===== src/rtl/caracter_pkg.sv =====
// Shared geometry constants and the glyph table for the text overlay.
package caracter_pkg;

  localparam int unsigned WIN_W      = 32;
  localparam int unsigned WIN_H      = 64;
  localparam int unsigned GLYPH_W    = 8;
  localparam int unsigned GLYPH_ROWS = 16;
  localparam int unsigned N_CHARS    = 4;

  localparam int unsigned XW   = $clog2(WIN_W);
  localparam int unsigned YW   = $clog2(WIN_H);
  localparam int unsigned CW   = $clog2(N_CHARS);
  localparam int unsigned RW   = $clog2(GLYPH_ROWS);
  localparam int unsigned ROMW = CW + RW;

  // Displayed word "HOLA"; bit 7 of each row is the leftmost pixel.
  localparam logic [7:0] FONT [N_CHARS][GLYPH_ROWS] = '{
    '{8'h81, 8'hC3, 8'hC3, 8'hC3, 8'hC3, 8'hC3, 8'hC3, 8'hFF,
      8'hFF, 8'hC3, 8'hC3, 8'hC3, 8'hC3, 8'hC3, 8'hC3, 8'h81},
    '{8'h3C, 8'h7E, 8'hE7, 8'hC3, 8'hC3, 8'hC3, 8'hC3, 8'hC3,
      8'hC3, 8'hC3, 8'hC3, 8'hC3, 8'hC3, 8'hE7, 8'h7E, 8'h3C},
    '{8'hC0, 8'hC0, 8'hC0, 8'hC0, 8'hC0, 8'hC0, 8'hC0, 8'hC0,
      8'hC0, 8'hC0, 8'hC0, 8'hC0, 8'hC0, 8'hC0, 8'hFE, 8'hFF},
    '{8'h18, 8'h3C, 8'h66, 8'h66, 8'hC3, 8'hC3, 8'hC3, 8'hFF,
      8'hFF, 8'hC3, 8'hC3, 8'hC3, 8'hC3, 8'hC3, 8'hC3, 8'h42}
  };

endpackage


===== src/rtl/caracter_rom.sv =====
// Combinational 64x8 glyph ROM addressed by {char, glyph_row}.
module caracter_rom
  import caracter_pkg::*;
(
  input  logic [ROMW-1:0] addr,
  output logic [7:0]      row_c
);

  // Split the address into glyph index and row within the glyph.
  always_comb begin
    row_c = FONT[addr[ROMW-1:RW]][addr[RW-1:0]];
  end

endmodule


===== src/rtl/caracter.sv =====
// Text-overlay character generator: window decode, offset math and output registers.
module caracter
  import caracter_pkg::*;
#(
  parameter int unsigned X0 = 303,
  parameter int unsigned Y0 = 230
) (
  input  logic        clk,
  input  logic        rst,
  input  logic        video_on,
  input  logic [9:0]  pixel_x,
  input  logic [9:0]  pixel_y,
  output logic [1:0]  char,
  output logic [5:0]  rowad,
  output logic [7:0]  palabra
);

  localparam logic [9:0] X_LO = 10'(X0);
  localparam logic [9:0] X_HI = 10'(X0 + WIN_W - 1);
  localparam logic [9:0] Y_LO = 10'(Y0);
  localparam logic [9:0] Y_HI = 10'(Y0 + WIN_H - 1);
  localparam int unsigned GSH = $clog2(GLYPH_W);
  localparam int unsigned VSC = YW - RW;

  logic            in_win;
  logic [XW-1:0]   dx;
  logic [YW-1:0]   dy;
  logic [CW-1:0]   cidx;
  logic [7:0]      rom_row_c;

  // Window hit and in-window offsets; low bits of the difference suffice since the window is a power of two.
  always_comb begin
    in_win = video_on
           & (pixel_x >= X_LO) & (pixel_x <= X_HI)
           & (pixel_y >= Y_LO) & (pixel_y <= Y_HI);
    dx     = pixel_x[XW-1:0] - X_LO[XW-1:0];
    dy     = pixel_y[YW-1:0] - Y_LO[YW-1:0];
    cidx   = dx[XW-1:GSH];
  end

  caracter_rom u_rom (
    .addr  ({cidx, dy[YW-1:VSC]}),
    .row_c (rom_row_c)
  );

  // Register the decoded outputs; outside the window everything is forced to zero.
  always_ff @(posedge clk or negedge rst) begin
    if (!rst) begin
      char    <= 2'b00;
      rowad   <= 6'd0;
      palabra <= 8'h00;
    end else if (in_win) begin
      char    <= cidx;
      rowad   <= dy;
      palabra <= rom_row_c;
    end else begin
      char    <= 2'b00;
      rowad   <= 6'd0;
      palabra <= 8'h00;
    end
  end

endmodule


===== config.mk =====
export PLATFORM = sky130hd
export DESIGN_NAME = caracter
export DESIGN_NICKNAME = d
export VERILOG_FILES = /design/src/rtl/caracter_pkg.sv /design/src/rtl/caracter_rom.sv /design/src/rtl/caracter.sv
export SDC_FILE = /design/constraint.sdc
export NUM_CORES = 1
export LEC_CHECK = 0
export BUFFER_PORTS_ARGS = -buffer_cell sky130_fd_sc_hd__buf_2
export CAP_MARGIN = 20
export CORE_MARGIN = 3
export CORE_UTILIZATION = 30
export DETAILED_ROUTE_END_ITERATION = 10
export GPL_TIMING_DRIVEN = 1
export HOLD_SLACK_MARGIN = 0.15
export PLACE_DENSITY = 0.56
export SYNTH_ARGS = -nofsm -noshare
export SYNTH_HDL_FRONTEND = slang
export SYNTH_SLANG_ARGS = --single-unit

===== constraint.sdc =====
create_clock -name clk -period 1.4 [get_ports clk]
set_input_delay 0.35 -clock clk [delete_from_list [all_inputs] [get_ports clk]]
set_output_delay 0.35 -clock clk [all_outputs]
set_load 0.01 [all_outputs]

==> results.md, run 1 <==
- The run finished, with violations left.
- The final reports fail on negative setup slack.
- The detailed placer's ending HPWL is 2.28 mm.
- By count the netlist is led by sky130_fd_sc_hd__dfrtp_1, sky130_fd_sc_hd__nor2_1, sky130_fd_sc_hd__nand2_1.
- Max-cap violations in this run came to 0.
- The critical path is of the in -> reg type.
- The number of vias after detailed routing is 1,074.
- After detailed routing, the average wire length per cell comes to 13.3 microns.
- The biggest area contributor in the post-synthesis netlist is sky130_fd_sc_hd__dfrtp_1.
- The pin count of the biggest net entering global routing is 15.
- The count of placed standard cells in the final layout, fillers left out is 223.
- After detailed routing, the number of remaining DRC violations is 0.
- In this run the number of H-tree levels came out at 1.
- The setup TNS is -219 ps.
- The clock input transition at the sequential cells of the worst setup and hold paths is 80 ps.
- After synthesis the netlist holds a flip-flop and latch count of 14.
- The number of failing hold endpoints at the final stage came to 0.
- The worst setup path is launched from a primary input.
- During synthesis, Yosys emitted a total of 0 warnings.
- From bottom edge to top edge, the die measures 64.7 microns.
- The placer congestion estimate is 0.887.
- Counting tap cells, the placed design contains a total of 211 instances.
- No sink is reached through more buffers than the 2 on the longest clock path.
- For this design the static power due to leakage is 0.898 nW.
- The filler cells instantiated in the layout total 261.
- The detail-routed via count per cell is 4.82.
- The number of DRC violations after detailed-routing iteration 0 is 28.
- Counting the buffers created by CTS gives 3.
- The critical path arrival is 1690 ps.
- The gate count of the mapped netlist is 101.
- Setup repair after global routing could not meet its margin everywhere.
- The number of global-route vias before repair is 1,013.
- The worst path uses 108% of the clock period.
- After floorplanning, the core was divided into 20 placement rows.
- The number of nets with antenna violations after routing is 0.
- The average instance in the mapped netlist occupies 10.2 sq um.
- After layout, the design draws a total of 0.00117 W.
- After the last flow step, the layout net total stands at 205.
- By instance count, the leading cell after synthesis is sky130_fd_sc_hd__dfrtp_1.
- The setup slack after placement is -496 ps.
- The TritonCTS clock tree is yes.
- Counting flops with a built-in enable in the synthesized netlist gives 0.
- The fraction of layout instances using a drive strength above 1 is 72.6%.
- The dominant register cell in the synthesized netlist is sky130_fd_sc_hd__dfrtp_1.
- The tree is rooted in a sky130_fd_sc_hd__clkbuf_4.
- The final max-slew violation count is 0.
- The initial antenna violation count is 0.
- The I/O pin count is 39.
- The wire length reported by the detailed router is 2.96 mm.
- The number of I/O port buffers is 38.
- The actual transition at the worst max-transition pin is 397 ps.
- For this run the aggregate overflow at the end of global routing stands at 0.
- The total clock sinks is 14.
- The worst voltage drop across the vdd grid is 0.220 mV.
- The worst slew margin relative to its limit is 73.4%.
- Relative to the synthesized area, the layout overhead comes to 91.9%.
- Setup violations remaining at the end of the flow were counted as 4.
- The repair_antennas step left the layout with diodes totalling 0.
- The synthesized netlist net count is 125.
- The area of the placeable core is 3180 sq um.
- After synthesis, the largest area contributor takes up 33.9% of total cell area.
- In this run the power density over the cells is 588 nW/um^2.
- The maximum clock frequency is 0.663 GHz.
- The total die area is 4190 sq um.
- The total track usage is 13.4%.
- The floorplan die width is 64.7 microns.
- The first global-routing pass estimated 4.40 mm of wire.
- The cell area after technology mapping is 1030 sq um.
- In this run the worst hold path is classified as in -> reg.
- The data required time of the worst path is 1580 ps.
- In the post-synthesis netlist, the biggest area contributors are sky130_fd_sc_hd__dfrtp_1, sky130_fd_sc_hd__xnor2_2, sky130_fd_sc_hd__buf_6, sky130_fd_sc_hd__a2111oi_2, sky130_fd_sc_hd__nor2_1.
- The post-layout utilization of the core is 62.4%.
- For this run, the detailed router's first-pass iteration total came to 4.
- The routed design could run at a clock period as short as 1510 ps.
- The largest fanout on the critical path is 4.
- Of the synthesized area, sequential elements account for 33.9%.
- STA classifies the critical path endpoint as a register.
- The starting density of the core is 32.5%.
- Once routing completed, OpenROAD measured the worst setup slack at -108 ps.
- The number of unique standard cell types used by synthesis is 44.
- The share of flip-flops with an asynchronous set or reset after synthesis is 100%.
==> flip-flops by register name, indices dropped and copies added (netlist names) <==
name / cells
char: 2
palabra: 6
rowad: 6
==> power by group <==
part | total (W) | switching, W | internal (W)
clock network | 0.000220 | 0.000120 | 0.0000999
registers | 0.000404 | 0.0000000679 | 0.000404
logic | 0.000541 | 0.000258 | 0.000283
total | 0.00117 | 0.000378 | 0.000788
==> path summary, 6_finish.rpt <==
path                       startpoint                    to  slack [ps]  cells after the start
hold / removal             pixel_y[0]    rowad[0]$_DFF_PN0_         310                      2
max in group asynchronous         rst  palabra[0]$_DFF_PN0_         700                      2
min in group asynchronous         rst    rowad[1]$_DFF_PN0_         470                      2
setup / recovery           pixel_y[1]  palabra[5]$_DFF_PN0_        -110                      7
==> repair_timing <==
item                                    CTS  global route
hold buffers                              1             0
endpoints found under the setup margin   11            12
gates resized for setup                  16            47
hold endpoints to repair                 14             0
pin swaps                                10            13
buffers inserted                          1             7
==> metrics by stage <==
stage | instance area [sq um] | hold WS [ps]
floorplan | 1150 | 54.4
global placement | 1560 | 249
detailed placement | 1560 | 253
CTS | 1680 | 311
global route | 1980 | 314
finish | 1980 | 309
==> kinds of logic (layout without fill, tap and decap cells) <==
family                     Yosys count  in the layout  share of synthesized area (%)
DFF                                 14             14                           33.9
muxes                                2              2                           1.94
adders and majority gates            1              1                           1.21
buffers and inverters                9             87                           7.26
and+or+nand+nor                     43             43                           25.1
xor gates and xnor gates            10             10                           11.4
AOI/OAI and AO/OA                   22             22                           19.3
==> metal layers <==
layer / vias up / GRT usage [%] / part of all wire (%)
li1: 529 / - / -
met1: 497 / 15.6 / 39
met2: 41 / 24.1 / 54
met3: 7 / 1.91 / 5.1
met4: 0 / 5.80 / 1.6
met5: - / 0 / 0
==> layout by cell type, fill, tap and decap left out, types with 2 or more instances in the layout <==
master,count
sky130_fd_sc_hd__buf_2,31
sky130_fd_sc_hd__buf_4,29
sky130_fd_sc_hd__buf_6,17
sky130_fd_sc_hd__dfrtp_1,14
sky130_fd_sc_hd__nand2_1,5
sky130_fd_sc_hd__nor2_4,5
sky130_fd_sc_hd__xnor2_4,4
sky130_fd_sc_hd__buf_8,4
sky130_fd_sc_hd__nand2b_1,3
sky130_fd_sc_hd__nor2_2,3
sky130_fd_sc_hd__clkbuf_4,3
sky130_fd_sc_hd__xor2_2,2
sky130_fd_sc_hd__xnor2_2,2
sky130_fd_sc_hd__nand3b_1,2
sky130_fd_sc_hd__nor2b_1,2
sky130_fd_sc_hd__a211o_1,2
sky130_fd_sc_hd__nand2_2,2
sky130_fd_sc_hd__nand4_1,2
sky130_fd_sc_hd__a311oi_2,2
sky130_fd_sc_hd__a211oi_2,2
sky130_fd_sc_hd__a2111oi_4,2
sky130_fd_sc_hd__o21ai_1,2
sky130_fd_sc_hd__nor2_1,2
sky130_fd_sc_hd__nand3_1,2
sky130_fd_sc_hd__and3_1,2
sky130_fd_sc_hd__buf_12,2
==> layout make-up <==
class                      count  area [sq um]  share of cell area (%)
clock buffer                   3          22.5                    1.14
tap                           44          55.1                    2.78
multi-input combinational     78           881                    44.4
sequential                    14           350                    17.7
timing repair buffer          84           674                    34.0
==> worst max-delay path, cell delays in order <==
cell and delay, ps:
sky130_fd_sc_hd__buf_8 100, sky130_fd_sc_hd__ha_4 180, sky130_fd_sc_hd__buf_12 130, sky130_fd_sc_hd__xor2_4 160
sky130_fd_sc_hd__buf_6 120, sky130_fd_sc_hd__a211o_1 290, sky130_fd_sc_hd__a2111oi_4 350
Note: power is estimated with default switching activity, not from simulation.
==> run 2: changes to the inputs <==
Settings changed: TNS_END_PERCENT from default to 50.
==> results.md, run 2 (synthesis results as in run 1) <==
- Of the total power, the share spent switching nets is 30.6%.
- The sequential cell fraction of total power is 34.8%.
- Buffers inserted during clock tree synthesis total 3.
- The data required time of the worst path is 1570 ps.
- The number of global-route vias before repair is 1,052.
- The worst hold path passes through 2 cells.
- STA classifies the critical path endpoint as a register.
- The final non-filler cell area is 1830 sq um.
- The number of nets with antenna violations after routing is 0.
- Combinational cells account for 40.8% of the total power.
- The vertical extent of the die is 64.7 microns.
- The post-layout utilization of the core is 57.4%.
- The area overhead of the layout relative to synthesis is 76.6%.
- The number of vias after detailed routing is 1,065.
- The H-tree depth is 1.
- The worst voltage drop across the vdd grid is 0.233 mV.
- For the pin with the worst max-slew slack, the measured transition is 362 ps.
- In the layout the commonest cells are sky130_fd_sc_hd__buf_2, sky130_fd_sc_hd__buf_4, sky130_fd_sc_hd__dfrtp_1.
- CTS saw 14 sinks.
- The number of I/O port buffers is 38.
- The number of setup violations in the final report is 5.
- The floorplan die width is 64.7 microns.
- The number of nets at the end of the flow is 201.
- The part of the total power dissipated in the clock network is 24.4%.
- The average routed wire per standard cell is 13.2 microns.
- The sum of internal, switching and leakage power is 0.00116 W.
- In this run the most critical hold path is launched from pixel_y[0].
- The largest registers in the layout are palabra x6, rowad x6, char x2.
- The element type at the critical path start is a primary input.
- The global-route wire length before repair is 4.71 mm.
- The clock input transition at the sequential cells of the worst setup and hold paths is 80 ps.
- Once layout is complete, the cells apart from fillers number 220.
- 0 antenna diodes ended up in the layout.
- The number of DRC violations after detailed-routing iteration 0 is 31.
- In this run the core area contains 20 standard-cell rows.
- The tree is rooted in a sky130_fd_sc_hd__clkbuf_4.
- The worst slew margin relative to its limit is 75.8%.
- The most common cell after layout, fill and taps aside is sky130_fd_sc_hd__buf_2.
- In the global route stage, overall resource usage came out at 14.3%.
- Once the floorplan was initialized, standard cells occupied 32.5% of the core.
- The DRC violations left is 0.
- The checks that failed: negative setup slack.
- The final max-slew violation count was 0.
- The total die area is 4190 sq um.
- Entering global routing, the biggest net connects 15 pins.
- The I/O pin count is 39.
- The path category of the worst min-delay check is in -> reg.
- The cell-internal power is 0.000807 W.
- The flow ran to the end, but the final reports show violations.
- The leakage power is 0.872 nW.
- The initial antenna violation count is 0.
- TritonCTS built the clock tree.
- In this run the deepest clock path goes through 2 buffers.
- The total congestion overflow after global routing is 0.
- The fraction of layout instances using a drive strength above 1 is 68.8%.
- Max-cap violations in this run came to 0.
- The most critical setup path has its startpoint at pixel_y[2].
- After filler insertion, the fill cell instance count of the layout stands at 292.
- The critical path arrival is 1680 ps.
- Derived from the worst setup path, the maximum achievable clock frequency is 0.661 GHz.
- The final critical delay including setup and external delays is 1510 ps.
- By startpoint and endpoint, the worst setup path is classified as in -> reg.
- Dividing the final minimum period by the clock period gives 108%.
- The first detailed-routing pass ran for 4 iterations.
- The cell area after placement is 1550 sq um.
- Summed over all nets, the half-perimeter wirelength after detailed placement is 2.16 mm.
- The detail-routed via count per cell is 4.84.
- The largest fanout on the critical path is 4.
- The number of failing hold endpoints at the final stage is 0.
- The power density relative to cell area is 637 nW/um^2.
- Setup repair after global routing could not meet its margin everywhere.
- The net switching power is 0.000355 W.
- Summed over all layers, the routed wires come to 2.90 mm.
- Once routing completed, OpenROAD measured the worst setup slack at -112 ps.
- The setup slack after placement is -496 ps.
- The placer congestion estimate is 0.916.
- Once placement completed, the tool counted placed cells totaling 208.
- The total area inside the core boundary comes to 3180 sq um.
-- run 2: cell types whose count changed in the layout (fill, tap and decap cells not counted), sizes merged --
cell / previous run / this run
buf: 83 / 79
clkbuf: 3 / 4
-- run 2: power groups by stage --
| stage | clock network [W] | logic [W] | registers, W |
|---|---|---|---|
| 2_1_floorplan | 0 | 0.000219 | 0.000413 |
| 3_3_place_gp | 0 | 0.000383 | 0.000412 |
| 3_5_place_dp | 0 | 0.000386 | 0.000412 |
| 4_1_cts | 0.000293 | 0.000429 | 0.000404 |
| 5_1_grt | 0.000303 | 0.000512 | 0.000404 |
| 6_report | 0.000284 | 0.000475 | 0.000404 |
-- run 2: critical path, cell delays in order --
cell	delay, ps
sky130_fd_sc_hd__buf_8	100
sky130_fd_sc_hd__buf_6	110
sky130_fd_sc_hd__a21oi_4	260
sky130_fd_sc_hd__xnor2_4	130
sky130_fd_sc_hd__buf_6	150
sky130_fd_sc_hd__a211o_1	260
sky130_fd_sc_hd__a2111oi_4	310
-- run 2: what timing repair did --
action	in CTS	in global routing
setup endpoints to repair	9	10
buffers inserted	5	2
pin swaps	11	7
gates resized for setup	24	14
endpoints found under the hold margin	14	0
hold buffers	1	0
-- run 2: final cells by class --
cell class | count | area, sq um | area share (%)
multi-input combinational | 78 | 795 | 43.5
tap | 44 | 55.1 | 3.02
timing repair buffer | 80 | 589 | 32.3
clock buffer | 4 | 36.3 | 1.99
sequential | 14 | 350 | 19.2
-- run 2: per-stage QoR --
step | hold WS (ps) | setup TNS (ps)
2_1_floorplan | 54.4 | -1210
3_3_place_gp | 249 | -4290
3_5_place_dp | 255 | -4640
4_1_cts | 292 | -235
5_1_grt | 299 | -678
6_report | 305 | -312
-- run 2: per-layer routing --
layer / global-route usage, % / up-vias / share of wire [%]
li1: - / 520 / -
met1: 15.8 / 499 / 37
met2: 26.9 / 38 / 54
met3: 1.56 / 8 / 5.6
met4: 6.86 / 0 / 3.1
met5: 0 / - / 0
-- run 2: final timing paths --
path | end | slack, ps
setup / recovery | palabra[5]$_DFF_PN0_ | -110
hold / removal | rowad[0]$_DFF_PN0_ | 300
max in group asynchronous | palabra[0]$_DFF_PN0_ | 670
min in group asynchronous | rowad[5]$_DFF_PN0_ | 500
==> run 3: changes to the inputs <==
Settings changed: SETUP_SLACK_MARGIN from default to 0.05.
==> results.md, run 3 (synthesis results as in run 1) <==
- The share of the clock period used by the worst path after layout is 108%.
- The checks that failed: negative setup slack.
- The area of the placeable core is 3180 sq um.
- The detail-routed via count per cell is 4.92.
- The count of nets left with antenna violations once routing finished came out at 0.
- The total stage count of the critical path is 6.
- The total clock sinks is 14.
- The wire length reported by the detailed router is 2.95 mm.
- The number of global-route vias before repair is 1,068.
- The placed instances occupy a cell area of 1550 sq um.
- The worst setup path is captured at a register.
- The floorplan die width is 64.7 microns.
- Prior to clock tree synthesis, the placed netlist has a worst setup slack of -496 ps.
- The data required time of the worst path is 1570 ps.
- The area of all sequential standard cells is 350 sq um.
- The critical path arrival is 1690 ps.
- For this block, the initial DRC count from the detailed router was 52.
- The met1 wire length is 1.17 mm.
- The final-layout fill cell count is 289.
- The element type at the critical path start is a primary input.
- The critical path startpoint is pixel_y[1].
- The post-route worst setup slack is -117 ps.
- The vertical extent of the die is 64.7 microns.
- In this run the number of H-tree levels came out at 1.
- The I/O pin count is 39.
- The part of the total power dissipated in the clock network is 24.4%.
- In the detailed route, the total length drawn on met2 is 1.57 mm.
- The antenna diode count is 0.
- The sequential cell fraction of total power is 34.5%.
- Setup repair after global routing could not meet its margin everywhere.
- The number of setup violations in the final report is 4.
- The DRC violations left is 0.
- The footprint of the multi-input gates is 826 sq um.
- The final max-slew violation count is 0.
- The worst hold margin is 334 ps.
- Net switching is 31.1% of the power.
- TritonCTS built the clock tree.
- The total congestion overflow after global routing is 0.
- After detailed routing, the average wire length per cell comes to 13.4 microns.
- The actual transition at the worst max-transition pin is 366 ps.
- Along the worst path, the maximum fanout reaches 4.
- The category of cells accounting for the largest share of critical-path delay is compound AO/OA/AOI/OAI gates.
- The power density relative to cell area is 631 nW/um^2.
- Across the run, the number of max-cap violations was 0.
- Derived from the worst setup path, the maximum achievable clock frequency is 0.659 GHz.
- The global-route wire length before repair is 4.75 mm.
- Once placement completed, the tool counted placed cells totaling 208.
- The total die area is 4190 sq um.
- The path category of the worst min-delay check is in -> reg.
- Together, buffers and inverters on the worst path number 1.
- The library cells used most frequently in the layout, excluding fill and tap cells, are sky130_fd_sc_hd__buf_2, sky130_fd_sc_hd__buf_4, sky130_fd_sc_hd__dfrtp_1.
- The placer congestion estimate is 0.916.
- The slowest cell on the critical path is sky130_fd_sc_hd__a2111oi_4.
- The number of I/O port buffers is 38.
- Global routing used 14.5% of the available tracks across all layers.
- The number of failing hold endpoints at the final stage was 0.
- Summed over all nets, wire length on met3 after detailed routing comes to 146 microns.
- Across all layers, the routed design uses 1,077 vias.
- The initial utilization of the core area, before any placement, comes to 32.5%.
- The internal portion of the total power is 0.000806 W.
- The leakage power is 0.871 nW.
- The number of buffers created by CTS is 3.
- The capture point of the worst path is palabra[5]$_DFF_PN0_.
- Once layout is done, the placed cells without fillers occupy 1860 sq um.
- The count of placed standard cells in the final layout, fillers left out is 219.
- Detailed placement ended at an HPWL of 2.16 mm.
- Row generation in the floorplan step produced 20 rows.
- The area overhead of the layout relative to synthesis is 79.5%.
- The smallest clock period supported by the final layout is computed as 1520 ps.
- The highest metal layer carrying signal wires in the routed design is met4.
- The number of buffers on the longest clock path is 2.
- The clock input transition at the sequential cells of the worst setup and hold paths is 80 ps.
- After routing, the total negative slack on setup checks comes to -222 ps.
- The worst voltage drop across the vdd grid is 0.233 mV.
- The largest registers in the layout are palabra x6, rowad x6, char x2.
- Combinational cells account for 41.0% of the total power.
- The initial antenna violation count is 0.
- The largest single stage delay on the critical path is 380 ps.
- The worst setup path is of the in -> reg kind.
- The run finished, with violations left.
- The number of iterations in the first detailed-routing pass is 4.
- Traced cell by cell, the critical path runs through buf_8, ha_4, nor3_4, xor2_2, a31oi_2, a2111oi_4.
- In this run the power spent charging and discharging nets is 0.000364 W.
- Of the cells placed in the final design, the portion with a size suffix greater than 1 is 71.4%.
- The buffer type at the clock tree root is sky130_fd_sc_hd__clkbuf_4.
- Entering global routing, the biggest net connects 15 pins.
- The worst slew margin relative to its limit is 75.4%.
- The number of nets at the end of the flow is 200.
## run 3: cell type report
cell class	instances	share of cell area [%]
clock buffer	4	1.96
multi-input combinational	78	44.5
sequential	14	18.9
tap	44	2.97
timing repair buffer	79	31.7
## run 3: per-stage QoR
| stage | total power (W) | util, % |
|---|---|---|
| finish | 0.00117 | 58.4 |
| detailed placement | 0.000799 | 48.9 |
| global route | 0.00122 | 58.4 |
| CTS | 0.00113 | 55.4 |
| global placement | 0.000796 | 48.9 |
| floorplan | 0.000632 | - |
## run 3: power groups by stage
stage,combinational (W),sequential [W],clock (W)
after floorplan,0.000219,0.000413,0
after global placement,0.000383,0.000412,0
after detailed placement,0.000386,0.000412,0
after CTS,0.000432,0.000404,0.000293
after global routing,0.000515,0.000404,0.000303
final,0.000480,0.000404,0.000286
## run 3: worst min-delay path by stage
stage / start / to / slack, ps / depth (start not counted)
after floorplan: rst / char[0]$_DFF_PN0_ / 50 / 0
after global placement: rst / char[0]$_DFF_PN0_ / 250 / 1
after detailed placement: rst / rowad[5]$_DFF_PN0_ / 260 / 1
after CTS: pixel_y[0] / rowad[0]$_DFF_PN0_ / 290 / 2
after global routing: pixel_y[0] / rowad[0]$_DFF_PN0_ / 330 / 2
final: pixel_y[0] / rowad[0]$_DFF_PN0_ / 330 / 2
## run 3: timing repair
item | in CTS | in global routing
endpoints found under the hold margin | 14 | 0
setup buffers | 5 | 1
endpoints found under the setup margin | 12 | 14
hold buffers | 1 | 0
gates resized for setup | 27 | 21
pin swaps | 14 | 10
## run 3: metal layers
layer	track usage [%]	up-vias
li1	-	516
met1	15.9	511
met2	27.6	41
met3	1.56	9
met4	6.86	0
met5	0	-
